## src/rtl/combiner_regs_bank.sv

```systemverilog
// ---------------------------------------------------------------------------
// combiner_regs_bank
//
// Multi-channel combiner coefficient register bank. Holds NUM_CH sets of
// lag / lead / sweep rate / sweep limit+options / reference level
// coefficients, a synchronised lock status with sticky loss flags, and a
// registered read path towards the processor bus.
//
// Build option: COMB_SHADOW_EN
//   defined   - bus writes land in shadow registers; a COMMIT write or
//               updateStrobe copies pending shadow sets to the active
//               outputs atomically, and commitDone pulses afterwards.
//   undefined - no shadow stage; writes reach the active outputs on the
//               write edge, COMMIT/updateStrobe are ignored, commitDone = 0.
//
// Ports
//   busClk        bus/register clock (only clock)
//   reset         asynchronous active-high reset
//   cs, rd        block select, read strobe
//   wr0..wr3      byte write enables for dataIn[7:0] .. dataIn[31:24]
//   addr          [4+CH_W:5] channel, [4:2] word, [1:0] ignored
//   dataIn        write data
//   dataOut       registered read data, rdValid pulses when it is updated
//   realLock,
//   imagLock      per-channel asynchronous lock inputs
//   Index         per-channel combiner index (read-only, LEAD[31:24])
//   updateStrobe  frame-boundary commit request for all pending channels
//   lagCoef .. refLevel  active coefficient outputs, channel c at slice c
//   commitDone    one-cycle pulse after any shadow-to-active copy
// ---------------------------------------------------------------------------
module combiner_regs_bank #(
    parameter int          NUM_CH          = 2,
    parameter int          CH_W            = 3,
    parameter logic [31:0] RESET_REF_LEVEL = 32'h0000_0000
) (
    input  logic                  busClk,
    input  logic                  reset,
    input  logic                  cs,
    input  logic                  wr0,
    input  logic                  wr1,
    input  logic                  wr2,
    input  logic                  wr3,
    input  logic                  rd,
    input  logic [4+CH_W:0]       addr,
    input  logic [31:0]           dataIn,
    output logic [31:0]           dataOut,
    output logic                  rdValid,
    input  logic [NUM_CH-1:0]     realLock,
    input  logic [NUM_CH-1:0]     imagLock,
    input  logic [8*NUM_CH-1:0]   Index,
    input  logic                  updateStrobe,
    output logic [29*NUM_CH-1:0]  lagCoef,
    output logic [24*NUM_CH-1:0]  leadCoef,
    output logic [32*NUM_CH-1:0]  sweepRate,
    output logic [16*NUM_CH-1:0]  sweepLimit,
    output logic [16*NUM_CH-1:0]  options,
    output logic [32*NUM_CH-1:0]  refLevel,
    output logic                  commitDone
);

    localparam logic [2:0] W_LAG    = 3'd0;
    localparam logic [2:0] W_LEAD   = 3'd1;
    localparam logic [2:0] W_RATE   = 3'd2;
    localparam logic [2:0] W_LIMOPT = 3'd3;
    localparam logic [2:0] W_REF    = 3'd4;
    localparam logic [2:0] W_STATUS = 3'd5;

    logic [3:0]        be;
    logic [31:0]       byteMask;
    logic [CH_W-1:0]   chIdx;
    logic [2:0]        word;
    logic [NUM_CH-1:0] chSel;
    logic [NUM_CH-1:0] cfgWrite;
    logic [NUM_CH-1:0] statusClr;
    logic [31:0]       selRw;
    logic [31:0]       newWord;
    logic [31:0]       rdMux;

    // Bus-visible (writable) coefficient copies: shadow when double
    // buffering is built in, the live registers otherwise.
    logic [28:0] lagCfg  [NUM_CH];
    logic [23:0] leadCfg [NUM_CH];
    logic [31:0] rateCfg [NUM_CH];
    logic [15:0] limCfg  [NUM_CH];
    logic [15:0] optCfg  [NUM_CH];
    logic [31:0] refCfg  [NUM_CH];

    // Coefficients the datapaths actually use.
    logic [28:0] lagAct  [NUM_CH];
    logic [23:0] leadAct [NUM_CH];
    logic [31:0] rateAct [NUM_CH];
    logic [15:0] limAct  [NUM_CH];
    logic [15:0] optAct  [NUM_CH];
    logic [31:0] refAct  [NUM_CH];

    logic [NUM_CH-1:0] pending;
    logic [NUM_CH-1:0] realS1, realS2, realPrev, realLost;
    logic [NUM_CH-1:0] imagS1, imagS2, imagPrev, imagLost;
    logic              addrUnused;

    assign be       = cs ? {wr3, wr2, wr1, wr0} : 4'b0000;
    assign byteMask = {{8{be[3]}}, {8{be[2]}}, {8{be[1]}}, {8{be[0]}}};
    assign chIdx    = addr[4+CH_W:5];
    assign word     = addr[4:2];

    // One-hot channel decode; an out-of-range channel index selects nothing,
    // which makes both its reads (0) and its writes (ignored) fall out.
    always_comb begin
        chSel     = '0;
        cfgWrite  = '0;
        statusClr = '0;
        for (int c = 0; c < NUM_CH; c++) begin
            chSel[c]     = (chIdx == CH_W'(c));
            cfgWrite[c]  = chSel[c] && (|be) && (word <= W_REF);
            statusClr[c] = chSel[c] && cs && rd && (word == W_STATUS);
        end
    end

    // Read mux and the writable view of the addressed word. The writable
    // view is merged with the byte-enabled write data so each field register
    // can just take its slice of newWord; read-only bits are never stored.
    always_comb begin
        selRw = '0;
        rdMux = '0;
        for (int c = 0; c < NUM_CH; c++) begin
            if (chSel[c]) begin
                case (word)
                    W_LAG: begin
                        selRw = {3'b000, lagCfg[c]};
                        rdMux = {realS2[c] | imagS2[c], realS2[c], imagS2[c], lagCfg[c]};
                    end
                    W_LEAD: begin
                        selRw = {8'h00, leadCfg[c]};
                        rdMux = {Index[8*c +: 8], leadCfg[c]};
                    end
                    W_RATE: begin
                        selRw = rateCfg[c];
                        rdMux = rateCfg[c];
                    end
                    W_LIMOPT: begin
                        selRw = {optCfg[c], limCfg[c]};
                        rdMux = {optCfg[c], limCfg[c]};
                    end
                    W_REF: begin
                        selRw = refCfg[c];
                        rdMux = refCfg[c];
                    end
                    W_STATUS: begin
                        rdMux = {29'd0, pending[c], imagLost[c], realLost[c]};
                    end
                    default: ;
                endcase
            end
        end
    end

    assign newWord = (selRw & ~byteMask) | (dataIn & byteMask);

    // Writable coefficient registers. The REF_LEVEL copy resets to
    // RESET_REF_LEVEL so that a later commit of an unrelated word does not
    // clobber the reset reference level.
    always_ff @(posedge busClk or posedge reset) begin
        if (reset) begin
            for (int c = 0; c < NUM_CH; c++) begin
                lagCfg[c]  <= '0;
                leadCfg[c] <= '0;
                rateCfg[c] <= '0;
                limCfg[c]  <= '0;
                optCfg[c]  <= '0;
                refCfg[c]  <= RESET_REF_LEVEL;
            end
        end else begin
            for (int c = 0; c < NUM_CH; c++) begin
                if (cfgWrite[c]) begin
                    case (word)
                        W_LAG:    lagCfg[c]  <= newWord[28:0];
                        W_LEAD:   leadCfg[c] <= newWord[23:0];
                        W_RATE:   rateCfg[c] <= newWord;
                        W_LIMOPT: begin
                            limCfg[c] <= newWord[15:0];
                            optCfg[c] <= newWord[31:16];
                        end
                        W_REF:    refCfg[c]  <= newWord;
                        default: ;
                    endcase
                end
            end
        end
    end

`ifdef COMB_SHADOW_EN
    localparam logic [2:0] W_COMMIT = 3'd6;

    logic [NUM_CH-1:0] commitReq;
    logic [NUM_CH-1:0] copyCh;

    // Commit targets: the strobe hits every channel, COMMIT bit0 only the
    // addressed one, COMMIT bit1 all of them (only via a valid channel).
    always_comb begin
        commitReq = '0;
        for (int c = 0; c < NUM_CH; c++) begin
            commitReq[c] = updateStrobe ||
                           (be[0] && (word == W_COMMIT) &&
                            ((chSel[c] && dataIn[0]) || ((|chSel) && dataIn[1])));
        end
    end

    assign copyCh = commitReq & pending;

    // Shadow-to-active copy. Active samples the shadow before this edge's
    // write, and a same-edge config write keeps the channel pending.
    always_ff @(posedge busClk or posedge reset) begin
        if (reset) begin
            for (int c = 0; c < NUM_CH; c++) begin
                lagAct[c]  <= '0;
                leadAct[c] <= '0;
                rateAct[c] <= '0;
                limAct[c]  <= '0;
                optAct[c]  <= '0;
                refAct[c]  <= RESET_REF_LEVEL;
            end
            pending    <= '0;
            commitDone <= 1'b0;
        end else begin
            for (int c = 0; c < NUM_CH; c++) begin
                if (copyCh[c]) begin
                    lagAct[c]  <= lagCfg[c];
                    leadAct[c] <= leadCfg[c];
                    rateAct[c] <= rateCfg[c];
                    limAct[c]  <= limCfg[c];
                    optAct[c]  <= optCfg[c];
                    refAct[c]  <= refCfg[c];
                end
            end
            pending    <= (pending & ~copyCh) | cfgWrite;
            commitDone <= |copyCh;
        end
    end

    assign addrUnused = ^addr[1:0];
`else
    // Without double buffering the bus registers drive the datapaths.
    always_comb begin
        for (int c = 0; c < NUM_CH; c++) begin
            lagAct[c]  = lagCfg[c];
            leadAct[c] = leadCfg[c];
            rateAct[c] = rateCfg[c];
            limAct[c]  = limCfg[c];
            optAct[c]  = optCfg[c];
            refAct[c]  = refCfg[c];
        end
    end

    assign pending    = '0;
    assign commitDone = 1'b0;
    assign addrUnused = ^{addr[1:0], updateStrobe};
`endif

    // Flatten the per-channel active registers onto the output buses.
    always_comb begin
        for (int c = 0; c < NUM_CH; c++) begin
            lagCoef[29*c +: 29]    = lagAct[c];
            leadCoef[24*c +: 24]   = leadAct[c];
            sweepRate[32*c +: 32]  = rateAct[c];
            sweepLimit[16*c +: 16] = limAct[c];
            options[16*c +: 16]    = optAct[c];
            refLevel[32*c +: 32]   = refAct[c];
        end
    end

    // Lock synchronisers plus one extra stage to detect a falling synced
    // lock. A loss in the same cycle as the clearing STATUS read wins.
    always_ff @(posedge busClk or posedge reset) begin
        if (reset) begin
            realS1   <= '0;
            realS2   <= '0;
            realPrev <= '0;
            realLost <= '0;
            imagS1   <= '0;
            imagS2   <= '0;
            imagPrev <= '0;
            imagLost <= '0;
        end else begin
            realS1   <= realLock;
            realS2   <= realS1;
            realPrev <= realS2;
            realLost <= (realPrev & ~realS2) | (realLost & ~statusClr);
            imagS1   <= imagLock;
            imagS2   <= imagS1;
            imagPrev <= imagS2;
            imagLost <= (imagPrev & ~imagS2) | (imagLost & ~statusClr);
        end
    end

    // Registered read port: dataOut holds between reads, rdValid marks the
    // cycle after a read strobe. A simultaneous write returns old data.
    always_ff @(posedge busClk or posedge reset) begin
        if (reset) begin
            dataOut <= '0;
            rdValid <= 1'b0;
        end else begin
            if (cs && rd) begin
                dataOut <= rdMux;
            end
            rdValid <= cs && rd;
        end
    end

endmodule
```

## config.mk

```make
export PLATFORM = sky130hd
export DESIGN_NAME = combiner_regs_bank
export DESIGN_NICKNAME = d
export VERILOG_FILES = /design/src/rtl/combiner_regs_bank.sv
export SDC_FILE = /design/constraint.sdc
export NUM_CORES = 1
export LEC_CHECK = 0
export CORE_MARGIN = 2
export CORE_UTILIZATION = 40
export CTS_BUF_LIST = sky130_fd_sc_hd__clkbuf_16
export CTS_CLUSTER_SIZE = 10
export DETAILED_ROUTE_END_ITERATION = 10
export PLACE_DENSITY_LB_ADDON = 0.2
export SLEW_MARGIN = 20
export SYNTH_ARGS = -nofsm -noshare
export SYNTH_HDL_FRONTEND = slang
export SYNTH_SLANG_ARGS = --single-unit
```

## constraint.sdc

```tcl
create_clock -name busClk -period 16.88 [get_ports busClk]
set_input_delay 5.064 -clock busClk [delete_from_list [all_inputs] [get_ports busClk]]
set_output_delay 5.064 -clock busClk [all_outputs]
set_load 0.01 [all_outputs]
```

==> metrics <==
worst min-delay path startpoint=realS1[0]; kind of path behind the tightest hold check=flip-flop to flip-flop; main combinational cell family by area after synthesis=compound AO/OA/AOI/OAI gates; detailed-router iteration count before antenna repair=6; # setup viols final=0; sum of overflow across all layers after global routing=0; number of synthesized register bits=347; accumulated negative setup slack=0 ns; detailed placer's ending HPWL=42200 um; core area=0.0395 mm^2; reg2reg setup slack=14.60 ns; critical path required time=17.33 ns; element type at the critical path end=flip-flop; synthesized-area fraction occupied by ao, oa, aoi and oai cells=20.6%; crit path kind=primary input to flip-flop; die boundary height=204 um; unrepaired setup endpoints after global routing=false; met3 wire length=5520 um; vias per cell=5.68; most used cells in the layout excluding fill and tap cells=sky130_fd_sc_hd__clkdlybuf4s50_1 (394), sky130_fd_sc_hd__dfrtp_1 (347), sky130_fd_sc_hd__nor2_1 (208), sky130_fd_sc_hd__nand2_1 (134), sky130_fd_sc_hd__a21oi_1 (123); buffer levels on the longest clock path=3; sequential cell fraction of total power=43.3%; Initial Util=40.3%; most common library cell in the layout ignoring fill and taps=sky130_fd_sc_hd__clkdlybuf4s50_1; source-to-sink clock delay at the later pin of the worst-skew pair=0.58 ns; number of synthesized flops with an enable pin=0; net count after synthesis=1619; DRT Wirelength=61100 um; Post-synth top flop=sky130_fd_sc_hd__dfrtp_1; share of post-route cells with drive strength above 1=8.37%; Final Hold Violating Endpoints=0; worst slew margin relative to its limit=26.6%; hold buffers post-CTS=0; Worst setup SP type=primary input; first-pass GRT wire length=90200 um; mux cell area share after synthesis=9.03%; GRT Util Overall=29.2%; Internal Power=1.68 mW; share of synthesized cell area in full adder, half adder and majority cells=0%; Worst-path clk slew=0.05 ns; mean instance size in the synthesized netlist=10.3 um^2; Setup Fix Bufs, Post-CTS=0; routed length per placed instance=25.1 um; Clock Skews=0.0300 ns; Filler Cells Inserted=3503; Top Ports=401; gate count of the mapped netlist=1550; switch share=29.5%; cell area after technology mapping=0.0159 mm^2; sum of met2 wire segment lengths after detailed routing=29200 um; largest net degree at the start of global routing=168; detailed-route wire length on metal 1=24400 um; setup slack of the critical path after layout=8.57 ns; number of antenna-violating nets in the routed design=0; switching component of the power=0.706 mW; worst reg2reg path depth=5; initial antenna violation count=4; Max-Cap Viols=0; top fanout value on the critical path=62; number of DRC markers after the initial detailed-route iteration=964; vias in the first global route=13800; transition time at the pin with the least slew margin=1.10 ns; Max Transition Viols Final=0; final net count=1966; H-Tree Depth=2; fin crit share=49.2%; RR Startpoint=sweepLimit[17]; critical path data arrival time=8.76 ns; share of total power in the clock network=34.0%; post-synth cell types=67; sequential cell area fraction in the yosys report=54.5%; hold-critical path endpoint=realS2[0]; post-detailed-route DRC marker count=0; maximum resistive drop on vdd=0.0827 mV; cts bufs inserted=42; library cell used as clock root buffer=sky130_fd_sc_hd__clkbuf_16; DIE AREA=0.0414 mm^2; proportion of power drawn by combinational gates=22.7%; Clock Sink Count=347; uppermost metal layer occupied by signal nets=met5; Port Buf Inserts=396; Peak Freq=120 MHz; yosys synthesis warning count=0; xor/xnor share of the synthesized area=0%; P&R area growth vs syn=34.4%; simple logic cell fraction of the synthesized area=11.3%; power per unit of standard cell area=112 mW/mm^2; Reg-to-Reg End=lagCoef[1]; CTS tree=done; total via count in the routed design=13800; leakage power figure=9.27 nW; run status=completed; Post-Place Worst Slack=8.03 ns; CTS resizes=0; num rows=73; cell count of the worst hold path=0; min cycle time layout=8.31 ns; async set-or-reset flop fraction in the synthesized netlist=100%; horizontal die dimension=204 um; GPL Wtd Cong=0.891
worst max-delay path, stage by stage:
cell and delay [ns]:
sky130_fd_sc_hd__buf_6 0.53, sky130_fd_sc_hd__buf_4 0.75, sky130_fd_sc_hd__nor2b_2 1.01, sky130_fd_sc_hd__a22oi_1 0.13, sky130_fd_sc_hd__o21ai_0 0.63, sky130_fd_sc_hd__a22oi_2 0.32
sky130_fd_sc_hd__o21ai_0 0.25
worst max path at each step:
stage | endpoint | slack [ns] | depth (start not counted) | startpoint
finish | leadCoef[6] | 8.57 | 7 | addr[2]
global route | leadCoef[6] | 8.42 | 7 | addr[2]
CTS | options[7] | 8.58 | 7 | addr[2]
detailed placement | leadCoef[23] | 8.03 | 7 | addr[2]
global placement | leadCoef[23] | 8.06 | 7 | addr[2]
floorplan | dataOut[0] | 2.19 | 1 | reset
sequential cells by signal, summed over array words and instances, names as in the netlist, 32 cells and up:
register,flops
dataOut,32
sweepLimit,32
refLevel,64
leadCoef,48
lagCoef,58
sweepRate,64
options,32
final cells by class:
cell class,count,area [um^2],area share (%)
inverter,40,158,0.737
clock inverter,15,88.8,0.415
sequential,347,8680,40.6
antenna,1,2.50,0.0117
multi-input combinational,1046,6570,30.7
clock buffer,43,1080,5.03
tap,525,657,3.07
timing repair buffer,420,4160,19.4
metal layers:
layer / vias up / GRT usage [%]
li1: 6285 / -
met4: 4 / 10.2
met5: - / 0
met2: 557 / 48.3
met1: 6880 / 36.6
met3: 107 / 8.42
stage by stage:
step / cells / hold WS (ns) / util (%) / power (mW) / area, um^2
final: 2437 / 0.346 / 54.1 / 2.39 / 21400
after global routing: 2437 / 0.361 / 54.1 / 2.49 / 21400
after CTS: 2435 / 0.346 / 54.1 / 2.40 / 21400
after detailed placement: 2377 / 0.335 / 51.1 / 1.59 / 20200
after global placement: 2376 / 0.337 / 51.1 / 1.58 / 20200
after floorplan: 1550 / 0.331 / - / 1.27 / 15900
power by group through the flow:
stage / clock network, mW / registers, mW / logic (mW)
floorplan: 0 / 1.07 / 0.197
global placement: 0 / 1.04 / 0.537
detailed placement: 0 / 1.05 / 0.543
CTS: 0.824 / 1.03 / 0.546
global route: 0.859 / 1.05 / 0.585
finish: 0.812 / 1.03 / 0.543
cells in the mapped netlist, types with 3 or more instances:
master                      number  share of area, %
sky130_fd_sc_hd__a22oi_2        15               1.2
sky130_fd_sc_hd__inv_1          39              0.92
sky130_fd_sc_hd__a22o_1         10              0.55
sky130_fd_sc_hd__and3_1          6              0.24
sky130_fd_sc_hd__o211ai_1        5              0.24
sky130_fd_sc_hd__buf_2          51               1.6
sky130_fd_sc_hd__and2_1          8              0.31
sky130_fd_sc_hd__o22ai_1        34               1.3
sky130_fd_sc_hd__mux2i_1       111               7.0
sky130_fd_sc_hd__buf_4          12              0.57
sky130_fd_sc_hd__a22oi_1        14              0.66
sky130_fd_sc_hd__clkbuf_1       48               1.1
sky130_fd_sc_hd__nor4_4          3              0.40
sky130_fd_sc_hd__o21ai_1        11              0.35
sky130_fd_sc_hd__nor2_1        210               5.0
sky130_fd_sc_hd__a21o_1         16              0.75
sky130_fd_sc_hd__a21oi_1       123               3.9
sky130_fd_sc_hd__nand3_1         9              0.28
sky130_fd_sc_hd__nor3b_1         3              0.14
sky130_fd_sc_hd__mux2_2         28               2.0
sky130_fd_sc_hd__o21ai_0       107               3.4
sky130_fd_sc_hd__dfrtp_1       347                55
sky130_fd_sc_hd__nor3_1          5              0.16
sky130_fd_sc_hd__a21boi_4        3              0.35
sky130_fd_sc_hd__a221o_1        11              0.69
sky130_fd_sc_hd__buf_1           4             0.094
sky130_fd_sc_hd__nand2_1       135               3.2
sky130_fd_sc_hd__nor2b_1         4              0.16
sky130_fd_sc_hd__nor3_2          5              0.31
sky130_fd_sc_hd__nor3_4          4              0.41
sky130_fd_sc_hd__a31o_2          4              0.22
sky130_fd_sc_hd__a31oi_1        82               3.2
sky130_fd_sc_hd__a222oi_1       19               1.2
sky130_fd_sc_hd__o2bb2ai_1       8              0.44
sky130_fd_sc_hd__o32a_1         13              0.82
cells by family after synthesis:
logic type,after synthesis
and+or+nand+nor,407
muxes,140
AOI/OAI and AO/OA,498
other,1
DFF,347
buffers and inverters,157
No activity file was read; power rests on OpenSTA's default activity.
